File: src/rtl/imem_loader_pkg.sv
// Shared definitions for the instruction-memory loader: loader FSM states and the
// instruction-memory geometry that must agree with instruction_memory.
package imem_loader_pkg;

    localparam int IMEM_DEPTH  = 256;
    localparam int IMEM_ADDR_W = $clog2(IMEM_DEPTH);

    typedef enum logic [2:0] {
        S_LEN_LO,
        S_LEN_HI,
        S_DATA,
        S_CHECK,
        S_DONE,
        S_ERR
    } loader_state_t;

endpackage

File: src/rtl/imem_loader_if.sv
// Byte-stream ingress plus instruction-memory write port of the loader.
// slave = the loader, master = byte source / memory side environment.
interface imem_loader_if
    import imem_loader_pkg::*;
#(
    parameter int ADDR_W = IMEM_ADDR_W
) ();

    logic              Rx_Valid;
    logic [7:0]        Rx_Data;
    logic              Rx_Ready;
    logic              Mem_We;
    logic [ADDR_W-1:0] Mem_Addr;
    logic [31:0]       Mem_WData;

    modport slave (
        input  Rx_Valid,
        input  Rx_Data,
        output Rx_Ready,
        output Mem_We,
        output Mem_Addr,
        output Mem_WData
    );

    modport master (
        output Rx_Valid,
        output Rx_Data,
        input  Rx_Ready,
        input  Mem_We,
        input  Mem_Addr,
        input  Mem_WData
    );

endinterface

File: src/rtl/imem_loader_byte_packer.sv
// Packs four little-endian bytes into a 32-bit word; word_vld_o is combinational on the
// 4th byte, so it has zero latency. No backpressure of its own: it takes every byte_vld_i.
module imem_loader_byte_packer (
    input  logic        CLK,
    input  logic        RST,
    input  logic        clr_i,
    input  logic        byte_vld_i,
    input  logic [7:0]  byte_dat_i,
    output logic        word_vld_o,
    output logic [31:0] word_dat_o
);

    logic [1:0]  idx_q,   idx_d;
    logic [23:0] shift_q, shift_d;

    always_ff @(posedge CLK) begin
        if (RST) begin
            idx_q   <= 2'd0;
            shift_q <= 24'd0;
        end else begin
            idx_q   <= idx_d;
            shift_q <= shift_d;
        end
    end

    // Bytes enter at the top and shift down, so after three bytes shift_q = {b2,b1,b0}.
    always_comb begin
        idx_d      = idx_q;
        shift_d    = shift_q;
        word_vld_o = 1'b0;
        word_dat_o = {byte_dat_i, shift_q};
        if (clr_i) begin
            idx_d   = 2'd0;
            shift_d = 24'd0;
        end else if (byte_vld_i) begin
            shift_d = {byte_dat_i, shift_q[23:8]};
            idx_d   = idx_q + 2'd1;
            if (idx_q == 2'd3) begin
                word_vld_o = 1'b1;
            end
        end
    end

endmodule

File: src/rtl/imem_loader.sv
// Loads a length-prefixed, XOR-checksummed byte image into instruction memory; Mem_We
// pulses 1 cycle after each word's 4th byte. Rx_Ready depends on state only (low in DONE/ERR).
module imem_loader
    import imem_loader_pkg::*;
#(
    parameter int DEPTH  = IMEM_DEPTH,
    parameter int ADDR_W = $clog2(DEPTH)
) (
    input  logic          CLK,
    input  logic          RST,
    input  logic          Start,
    imem_loader_if.slave  bus,
    output logic          Core_Hold,
    output logic          Load_Done,
    output logic          Load_Err
);

    localparam logic [16:0] DEPTH_W = 17'(DEPTH);

    loader_state_t     state_q, state_d;
    logic [15:0]       n_q, n_d;
    logic [15:0]       word_cnt_q, word_cnt_d;
    logic [7:0]        xor_q, xor_d;
    logic              mem_we_q, mem_we_d;
    logic [ADDR_W-1:0] mem_addr_q, mem_addr_d;
    logic [31:0]       mem_wdata_q, mem_wdata_d;

    logic              rx_rdy;
    logic              rx_xfer;
    logic [15:0]       n_new;
    logic              pk_clr;
    logic              pk_word_vld;
    logic [31:0]       pk_word;

    assign rx_rdy  = (state_q == S_LEN_LO) || (state_q == S_LEN_HI) ||
                     (state_q == S_DATA)   || (state_q == S_CHECK);
    assign rx_xfer = bus.Rx_Valid && rx_rdy;
    assign n_new   = {bus.Rx_Data, n_q[7:0]};

    imem_loader_byte_packer u_packer (
        .CLK        (CLK),
        .RST        (RST),
        .clr_i      (pk_clr),
        .byte_vld_i (rx_xfer && (state_q == S_DATA)),
        .byte_dat_i (bus.Rx_Data),
        .word_vld_o (pk_word_vld),
        .word_dat_o (pk_word)
    );

    always_ff @(posedge CLK) begin
        if (RST) begin
            state_q     <= S_LEN_LO;
            n_q         <= 16'd0;
            word_cnt_q  <= 16'd0;
            xor_q       <= 8'd0;
            mem_we_q    <= 1'b0;
            mem_addr_q  <= '0;
            mem_wdata_q <= 32'd0;
        end else begin
            state_q     <= state_d;
            n_q         <= n_d;
            word_cnt_q  <= word_cnt_d;
            xor_q       <= xor_d;
            mem_we_q    <= mem_we_d;
            mem_addr_q  <= mem_addr_d;
            mem_wdata_q <= mem_wdata_d;
        end
    end

    always_comb begin
        state_d     = state_q;
        n_d         = n_q;
        word_cnt_d  = word_cnt_q;
        xor_d       = xor_q;
        mem_we_d    = 1'b0;
        mem_addr_d  = mem_addr_q;
        mem_wdata_d = mem_wdata_q;
        pk_clr      = 1'b0;
        case (state_q)
            S_LEN_LO: begin
                if (rx_xfer) begin
                    n_d[7:0] = bus.Rx_Data;
                    xor_d    = xor_q ^ bus.Rx_Data;
                    state_d  = S_LEN_HI;
                end
            end
            S_LEN_HI: begin
                if (rx_xfer) begin
                    n_d   = n_new;
                    xor_d = xor_q ^ bus.Rx_Data;
                    if ({1'b0, n_new} > DEPTH_W) begin
                        state_d = S_ERR;
                    end else if (n_new == 16'd0) begin
                        state_d = S_CHECK;
                    end else begin
                        state_d = S_DATA;
                    end
                end
            end
            S_DATA: begin
                if (rx_xfer) begin
                    xor_d = xor_q ^ bus.Rx_Data;
                end
                // word_cnt_q never exceeds DEPTH-1 here, so the address cannot wrap.
                if (pk_word_vld) begin
                    mem_we_d    = 1'b1;
                    mem_addr_d  = word_cnt_q[ADDR_W-1:0];
                    mem_wdata_d = pk_word;
                    word_cnt_d  = word_cnt_q + 16'd1;
                    if (word_cnt_q == n_q - 16'd1) begin
                        state_d = S_CHECK;
                    end
                end
            end
            S_CHECK: begin
                if (rx_xfer) begin
                    state_d = (bus.Rx_Data == xor_q) ? S_DONE : S_ERR;
                end
            end
            S_DONE, S_ERR: begin
                if (Start) begin
                    state_d    = S_LEN_LO;
                    n_d        = 16'd0;
                    word_cnt_d = 16'd0;
                    xor_d      = 8'd0;
                    pk_clr     = 1'b1;
                end
            end
            default: begin
                state_d = S_LEN_LO;
            end
        endcase
    end

    assign bus.Rx_Ready  = rx_rdy;
    assign bus.Mem_We    = mem_we_q;
    assign bus.Mem_Addr  = mem_addr_q;
    assign bus.Mem_WData = mem_wdata_q;

    assign Load_Done = (state_q == S_DONE);
    assign Load_Err  = (state_q == S_ERR);
    assign Core_Hold = (state_q != S_DONE);

endmodule
File: src/flat_wrapper.sv
// flat-port wrapper written by rule: the top's interface ports become plain ports
module imem_loader_flat import imem_loader_pkg::*;
#(
    parameter int DEPTH  = IMEM_DEPTH,
    parameter int ADDR_W = $clog2(DEPTH)
)
  (CLK, RST, Start, Core_Hold, Load_Done, Load_Err, bus_Rx_Valid, bus_Rx_Data, bus_Rx_Ready, bus_Mem_We, bus_Mem_Addr, bus_Mem_WData);
  imem_loader_if #(.ADDR_W(ADDR_W)) bus_i ();
  input  logic CLK;
  input  logic RST;
  input  logic Start;
  output logic Core_Hold;
  output logic Load_Done;
  output logic Load_Err;
  input wire logic [$bits(bus_i.Rx_Valid)-1:0] bus_Rx_Valid;
  input wire logic [$bits(bus_i.Rx_Data)-1:0] bus_Rx_Data;
  output wire logic [$bits(bus_i.Rx_Ready)-1:0] bus_Rx_Ready;
  output wire logic [$bits(bus_i.Mem_We)-1:0] bus_Mem_We;
  output wire logic [$bits(bus_i.Mem_Addr)-1:0] bus_Mem_Addr;
  output wire logic [$bits(bus_i.Mem_WData)-1:0] bus_Mem_WData;
  assign bus_i.Rx_Valid = bus_Rx_Valid;
  assign bus_i.Rx_Data = bus_Rx_Data;
  assign bus_Rx_Ready = bus_i.Rx_Ready;
  assign bus_Mem_We = bus_i.Mem_We;
  assign bus_Mem_Addr = bus_i.Mem_Addr;
  assign bus_Mem_WData = bus_i.Mem_WData;
  imem_loader #(.DEPTH(DEPTH), .ADDR_W(ADDR_W)) u_core (.CLK(CLK), .RST(RST), .Start(Start), .bus(bus_i), .Core_Hold(Core_Hold), .Load_Done(Load_Done), .Load_Err(Load_Err));
endmodule
File: config.mk
export PLATFORM = sky130hd
export DESIGN_NAME = imem_loader_flat
export DESIGN_NICKNAME = d
export VERILOG_FILES = /design/src/rtl/imem_loader_pkg.sv /design/src/rtl/imem_loader_if.sv /design/src/rtl/imem_loader_byte_packer.sv /design/src/rtl/imem_loader.sv /design/src/flat_wrapper.sv
export SDC_FILE = /design/constraint.sdc
export NUM_CORES = 1
export LEC_CHECK = 0
export ABC_AREA = 1
export CORE_ASPECT_RATIO = 2
export CORE_MARGIN = 2
export CORE_UTILIZATION = 32
export DETAILED_ROUTE_END_ITERATION = 6
export HOLD_SLACK_MARGIN = 0.12
export PLACE_DENSITY_LB_ADDON = 0.15
export SKIP_CTS_REPAIR_TIMING = 1
export SLEW_MARGIN = 20
export SYNTH_ARGS = -nofsm -noshare
export SYNTH_HDL_FRONTEND = slang
export SYNTH_SLANG_ARGS = --single-unit
File: constraint.sdc
create_clock -name CLK -period 2.2 [get_ports CLK]
set_input_delay 0.44 -clock CLK [delete_from_list [all_inputs] [get_ports CLK]]
set_output_delay 0.44 -clock CLK [all_outputs]
set_load 0.02 [all_outputs]
==> parameters.txt, run 1 <==
Parameter                              Value

Run status
  Outcome    completed

Synth
  Synth Cell Area    between 4000 and 5000 sq um
  Post-synthesis sequential area ratio    0.444
  Synthesized-area fraction occupied by adder cells    0.0101
  Syn Area/Cell    7.21 sq um
  Multiplexer fraction of the synthesized cell area    0
  Compound-Gate Fraction of Synth Area    0.146
  Total nets after synthesis    ~700
  Combinational family with the most area after synthesis    simple AND/OR/NAND/NOR gates
  Synth Warn #    0
  Post-synth top area cell    dfxtp_1
  Count of state elements after synthesis    110
  Post-synthesis cell type count    39
  Basic-gate share of the synthesized area counting and, or, nand and nor cells    0.298
  Synthesized instance count    about 700
  Synthesized-area fraction occupied by xor and xnor cells    0.0424
  Yosys top cell area share    0.444
  Leading cell types by total area after synthesis    dfxtp_1, nand2_1, a21oi_1

Setup path
  Setup crit start    u_core.n_q[0]$_SDFFE_PP0P_
  Crit-path max FO    5
  Critical path depth    15
  Type of destination of the critical path    flip-flop
  Source of the worst register-to-register timing path    u_core.n_q[0]$_SDFFE_PP0P_
  Data arrival, critical path    between 2 and 2.5 ns
  Series of cell instances along the critical path    inv_1 -> ha_1 -> nand2_1 -> nor2_1 -> buf_4 -> nand2_1 -> nand2_1 -> nand2_1 -> inv_1 -> nor2_1 -> nand4_1 -> nand2_1 -> nand3_1 -> nand2_1 -> nor2_1
  Worst Path Class, Setup    flip-flop to flip-flop
  Worst R2R End    u_core.state_q[0]$_SDFFE_PP0P_
  Slowest CP cell    dfxtp_1
  Worst path max stage delay    approximately 0.35 ns
  Worst R2R Path Depth    15
  CP Launch Type    flip-flop
  Total buffers and inverters traversed by the critical path    3
  Critical path endpoint    u_core.state_q[0]$_SDFFE_PP0P_
  Flop-to-flop setup slack    between 0.2 and 0.25 ns
  Worst Path Required    roughly 2.5 ns
  Most prevalent standard cell on the critical path    nand2_1
  Top Family by Delay on Critical Path    simple AND/OR/NAND/NOR gates

Timing
  Crit share post-route    0.908
  Number of endpoints with negative hold slack in the final report    0
  RSZ-0062 raised after global routing    false
  Final setup viols    0
  Actual transition at the worst max-transition pin    about 0.66 ns
  Achievable clock frequency    501 MHz
  Post-route minimum period    around 2.0 ns
  Accumulated negative setup slack    0 ns
  Relative slew slack    0.559
  Final Slew Violations    0
  Worst clock skew    between 0.015 and 0.02 ns

Floorplan
  Placeable core region    approximately 15,000 sq um
  Top-level I/O count    between 50 and 60
  Cell row count    between 60 and 70
  Die span in y    180 um
  Effective utilization at floorplan    0.326
  Total Die Area    16,600 sq um
  Floorplan die width    approximately 92 um

Placement
  Final weighted congestion of routability-driven global placement    0.941
  Quantity of I/O buffers inserted on ports    56
  Placed wire-length estimate    approximately 12,000 um
  Cell Area, Placed    around 6000 sq um

GRT
  Largest net degree at the start of global routing    62
  Wire length of the first global-routing pass    around 24,000 um
  Total global-route track usage    0.190
  Vias in the first global route    approximately 4,800
  Aggregate global routing overflow    0
  Antenna violations before repair    0

Pwr
  Total power per unit cell area    697 nW/um^2
  Static leakage power    2.58 nW
  Sequential power share    0.476
  P_int    around 0.0031 W
  Clock power share    0.375
  IR drop worst, VDD    approximately 0.38 mV
  Switching power summed over all nets    around 0.0013 W
  Switching share of power    0.293
  Combinational Power Share    0.149

Clock tree
  Clk_lat worst skew    around 0.36 ns
  Clock Tree Buf Depth    2
  TritonCTS clock tree    done
  Num Clock Sinks    110
  CTS H-tree lvls    3
  Inserted Clock Buffers    9
  CTS Root Buffer Type    clkbuf_16
  Clk slew on worst S/H paths    approximately 0.070 ns

Route
  DRT Wirelength    15,100 um
  Number of DRC violations after detailed-routing iteration 0    144
  Post-route antenna net violation count    0
  Final routed DRC violation total    0
  Routed wire length per instance    ~16 um
  Pre-antenna DRT Iters    4
  Number of vias after detailed routing    4,705
  Vias per cell    slightly below 5

Cells and area
  Total inserted antenna cells    0
  Ratio of cells with drive above 1 in the final layout    0.0949
  Post-layout instance area    around 6300 sq um
  Layout Area Growth over Synthesis    26.4%
  Layout filler cell count    around 1,600
  Final-stage net count    between 700 and 800

Run
  Max cap viols    0

Min path
  Worst Hold Class    flip-flop to flip-flop
[through the flow]
stage               worst slack, ns  utilization  total power (W)  hold slack [ns]  cells
detailed placement          0.00810        0.392          0.00278            0.454    951
CTS                          -0.169        0.411          0.00441            0.472    967
finish                        0.203        0.412          0.00437            0.469    967
floorplan                     0.295            -          0.00252            0.438    687
global placement             0.0404        0.392          0.00277            0.455    951
global route               0.000388        0.412          0.00457            0.494    967
[sequential cells by signal, summed over array words and instances (netlist names)]
signal	cells
u_core.u_packer.shift_q	24
u_core.bus.Mem_Addr	8
u_core.bus.Mem_WData	32
u_core.bus.Mem_We	1
u_core.xor_q	8
u_core.word_cnt_q	16
u_core.n_q	16
u_core.u_packer.idx_q	2
u_core.state_q	3
[metal layers]
layer / vias to the layer above / global-route usage / routed length, um / share of wire
met5: - / 0 / 0 / 0
met4: 0 / 0.106 / 829 / 0.055
met3: 39 / 0.0277 / 349 / 0.023
met2: 83 / 0.371 / 8620 / 0.57
met1: 2201 / 0.182 / 5350 / 0.35
li1: 2382 / - / - / -
[worst min-delay path by stage]
stage,startpoint,end,slack [ns],cells after the start
after global routing,u_core.bus.Mem_WData[25]$_SDFFE_PP0P_,u_core.bus.Mem_WData[25]$_SDFFE_PP0P_,0.49,2
after floorplan,u_core.u_packer.shift_q[0]$_SDFFE_PP0P_,u_core.bus.Mem_WData[0]$_SDFFE_PP0P_,0.44,2
after CTS,u_core.bus.Mem_WData[2]$_SDFFE_PP0P_,u_core.bus.Mem_WData[2]$_SDFFE_PP0P_,0.47,2
after detailed placement,u_core.u_packer.shift_q[7]$_SDFFE_PP0P_,u_core.bus.Mem_WData[7]$_SDFFE_PP0P_,0.45,2
final,u_core.u_packer.shift_q[2]$_SDFFE_PP0P_,u_core.bus.Mem_WData[2]$_SDFFE_PP0P_,0.47,2
after global placement,u_core.u_packer.idx_q[0]$_SDFFE_PP0P_,u_core.u_packer.idx_q[0]$_SDFFE_PP0P_,0.46,2
[synth_stat cells (all sizes together)]
cell type / count
dfxtp: 110
o21bai: 1
nand4: 6
a211oi: 8
clkbuf: 23
nor3: 9
or2: 2
or3: 4
nand2: 168
a32oi: 1
nor3b: 3
nor4: 4
xnor2: 11
a21oi: 82
xor2: 13
nand3: 29
ha: 4
buf: 4
inv: 47
clkinv: 2
o21a: 1
o21ai: 45
and2: 1
nor2: 103
nand3b: 6
[cells by family after synthesis]
group                      after synthesis
xor gates and xnor gates                24
buffers and inverters                   76
DFF                                    110
and+or+nand+nor                        335
adders and majority gates                4
AOI/OAI and AO/OA                      138
[area by class of cell]
cell class	instances	area, sq um	share of cell area
Inverter	49	185	0.0296
Clock inverter	6	60.1	0.00959
Timing Repair Buffer	93	878	0.140
Multi-Input combinational cell	501	2460	0.393
Clock buffer	10	229	0.0365
Sequential cell	110	2200	0.352
Tap cell	198	248	0.0395
[power by group through the flow]
| stage | clock (W) | combinational, W | sequential (W) |
|---|---|---|---|
| after floorplan | 0 | 0.000406 | 0.00212 |
| after global placement | 0 | 0.000649 | 0.00212 |
| after detailed placement | 0 | 0.000655 | 0.00213 |
| after CTS | 0.00167 | 0.000659 | 0.00208 |
| after global routing | 0.00176 | 0.000725 | 0.00209 |
| final | 0.00164 | 0.000652 | 0.00208 |
[worst reg2reg max path: stages (launching register included)]
cell and delay, ns:
dfxtp_1 0.35, inv_1 0.06, ha_1 0.22, nand2_1 0.14, nor2_1 0.07, buf_4 0.16, nand2_1 0.06, nand2_1 0.05
nand2_1 0.07, inv_1 0.04, nor2_1 0.21, nand4_1 0.13, nand2_1 0.11, nand3_1 0.08, nand2_1 0.08, nor2_1 0.04
[cells in the final DEF, fill, tap and decap left out, types with 4 or more instances in the layout]
master and instances:
clkbuf_16 9, nor2_1 100, a21oi_1 82, xor2_1 13, o21ai_0 45, buf_4 34, nand4_1 6, nand2_2 4
a211oi_1 8, nor3_1 7, or3_1 4, inv_1 45, nand3b_1 6, ha_1 4, xnor2_1 11, nand3_1 27
nand2_1 162, clkdlybuf4s50_1 52, dfxtp_1 109
Power figures use the tool's default switching activity.
==> run 2, diff against run 1 <==
--- a/config.mk
+++ b/config.mk
@@ -9,6 +9,8 @@
 export CORE_ASPECT_RATIO = 2
 export CORE_MARGIN = 2
 export CORE_UTILIZATION = 32
+export CTS_BUF_LIST = sky130_fd_sc_hd__clkbuf_16
+export CTS_CLUSTER_SIZE = 10
 export DETAILED_ROUTE_END_ITERATION = 6
 export HOLD_SLACK_MARGIN = 0.12
 export PLACE_DENSITY_LB_ADDON = 0.15
@@ -17,3 +19,4 @@
 export SYNTH_ARGS = -nofsm -noshare
 export SYNTH_HDL_FRONTEND = slang
 export SYNTH_SLANG_ARGS = --single-unit
+export TNS_END_PERCENT = 20
==> run 2 against run 1 <==
Sequential power barely moved; flip-flop and latch count is the same; clock skew about the same; cell count stayed put; largest power group unchanged; total power fell by 0.11%; largest cell class unchanged; critical path depth unchanged.
==> parameters.txt, run 2 (synthesis results as in run 1) <==
Parameter                              Value

Run status
  Outcome    completed

Timing
  Number of endpoints with negative hold slack in the final report    0 (unchanged)
  Final setup viols    0 (unchanged)
  Accumulated negative setup slack    0 ns (unchanged)
  Worst clock skew    0.0155 ns (-0.0000370 ns)
  Crit share post-route    0.908 (about the same)
  Achievable clock frequency    501 MHz (about the same)
  Final Slew Violations    0 (unchanged)
  Worst hold margin    0.469 ns (unchanged)
  RSZ-0062 raised after global routing    false
  Worst setup slack after layout    0.203 ns (-0.000144 ns)
  Post-route minimum period    2.00 ns (+0.000144 ns)
  Relative slew slack    0.559 (about the same)
  Actual transition at the worst max-transition pin    0.662 ns (-0.000346 ns)

Floorplan
  Top-level I/O count    57 (unchanged)
  Effective utilization at floorplan    0.326 (unchanged)
  Floorplan die width    92.0 um (unchanged)
  Die span in y    180 um (unchanged)
  Cell row count    64 (unchanged)
  Placeable core region    15,200 sq um (unchanged)
  Total Die Area    16,600 sq um (unchanged)

Clock tree
  CTS Root Buffer Type    clkbuf_16
  Clock Tree Buf Depth    2 (unchanged)
  Inserted Clock Buffers    9 (unchanged)
  Num Clock Sinks    110 (unchanged)
  CTS H-tree lvls    3 (unchanged)
  Clk slew on worst S/H paths    0.07 ns (about the same)
  TritonCTS clock tree    done
  Clk_lat worst skew    0.36 ns (about the same)

Cells and area
  Post-layout instance area    6260 sq um (unchanged)
  Layout filler cell count    1,628 (unchanged)
  Most frequent standard cell in the layout excluding fill and tap cells    nand2_1
  Cell Count, Final, Fillers Out    967 (unchanged)
  Ratio of cells with drive above 1 in the final layout    0.0949 (unchanged)
  Commonest non-fill, non-tap cells in the layout    nand2_1, dfxtp_1, nor2_1
  Total inserted antenna cells    0 (unchanged)
  Largest register FFs    32 (unchanged)
  Layout Area Growth over Synthesis    26.4% (unchanged)
  Final-stage net count    780 (unchanged)

GRT
  Wire length of the first global-routing pass    24,500 um (unchanged)
  Met2 capacity usage during global routing    0.371 (unchanged)
  Aggregate global routing overflow    0 (unchanged)
  Global-route layer with the greatest usage    met2
  Vias in the first global route    4,754 (unchanged)
  Met1 global-route usage    0.182 (unchanged)
  Largest net degree at the start of global routing    62 (unchanged)
  Antenna violations before repair    0 (unchanged)
  Met3 Use GR    0.0277 (unchanged)
  Total global-route track usage    0.190 (unchanged)

Route
  Number of vias after detailed routing    4,707 (+0.043%)
  Routed wire length per instance    15.7 um (about the same)
  Vias per cell    4.87 (about the same)
  Pre-antenna DRT Iters    4 (unchanged)
  DRT Wirelength    15,200 um (about the same)
  Final routed DRC violation total    0 (unchanged)
  Number of DRC violations after detailed-routing iteration 0    143 (-0.69%)
  Post-route antenna net violation count    0 (unchanged)

Placement
  Placed wire-length estimate    11,500 um (unchanged)
  Dpl cells    951 (unchanged)
  Final weighted congestion of routability-driven global placement    0.941 (unchanged)
  Quantity of I/O buffers inserted on ports    56 (unchanged)
  Cell Area, Placed    5970 sq um (unchanged)
  Worst-case setup slack after placement    0.00810 ns (unchanged)

Setup path
  Crit-path max FO    5 (unchanged)
  Type of destination of the critical path    flip-flop
  Worst Path Required    2.45 ns (about the same)
  CP Launch Type    flip-flop
  Data arrival, critical path    2.25 ns (about the same)
  Worst Path Class, Setup    flip-flop to flip-flop

Pwr
  Total power per unit cell area    696 nW/um^2 (-0.11%)
  Static leakage power    2.58 nW (+0.16%)
  IR drop worst, VDD    0.377 mV (about the same)

Run
  Max cap viols    0 (unchanged)

Min path
  Worst Hold Class    flip-flop to flip-flop
run 2: cell count changes in the layout (fill, tap and decap cells not counted):
cell and delta:
clkbuf_1 -1, inv_1 +1
run 2: worst paths after layout:
path | from | end | slack, ns | cells after the start
hold reg to reg | u_core.u_packer.shift_q[2]$_SDFFE_PP0P_ | u_core.bus.Mem_WData[2]$_SDFFE_PP0P_ | 0.47 | 2
hold / removal | u_core.u_packer.shift_q[2]$_SDFFE_PP0P_ | u_core.bus.Mem_WData[2]$_SDFFE_PP0P_ | 0.47 | 2
setup reg to reg | u_core.n_q[0]$_SDFFE_PP0P_ | u_core.state_q[0]$_SDFFE_PP0P_ | 0.20 | 15
setup / recovery | u_core.n_q[0]$_SDFFE_PP0P_ | u_core.state_q[0]$_SDFFE_PP0P_ | 0.20 | 15
run 2: area by class of cell:
cell class | instances | area [sq um] | area share
clock buffers | 9 | 225 | 0.0359
multi-input cells | 501 | 2460 | 0.393
repair buffers | 93 | 878 | 0.140
inverters | 49 | 185 | 0.0296
well taps | 198 | 248 | 0.0395
clock inverters | 7 | 63.8 | 0.0102
flip-flops and latches | 110 | 2200 | 0.352
run 2: per-stage QoR:
step                      power, W   util
after floorplan            0.00252      -
after global placement     0.00277  0.392
after detailed placement   0.00278  0.392
after CTS                  0.00440  0.411
after global routing       0.00457  0.412
final                      0.00436  0.412
run 2: critical path, cell delays in order (launching register included):
cell     delay [ns]
dfxtp_1        0.35
inv_1          0.06
ha_1           0.22
nand2_1        0.14
nor2_1         0.07
buf_4          0.16
nand2_1        0.06
nand2_1        0.05
nand2_1        0.07
inv_1          0.04
nor2_1         0.21
nand4_1        0.13
nand2_1        0.11
nand3_1        0.08
nand2_1        0.08
nor2_1         0.04
run 2: metal layers:
metal | share of wire | vias up
met5 | 0 | -
met4 | 0.055 | 0
met3 | 0.024 | 39
met2 | 0.57 | 87
met1 | 0.35 | 2199
li1 | - | 2382
run 2: where the power goes:
| group | total [W] | internal (W) | switching [W] |
|---|---|---|---|
| clock network | 0.00163 | 0.000801 | 0.000830 |
| logic | 0.000651 | 0.000246 | 0.000405 |
| registers | 0.00208 | 0.00204 | 0.0000449 |
| total | 0.00436 | 0.00308 | 0.00128 |
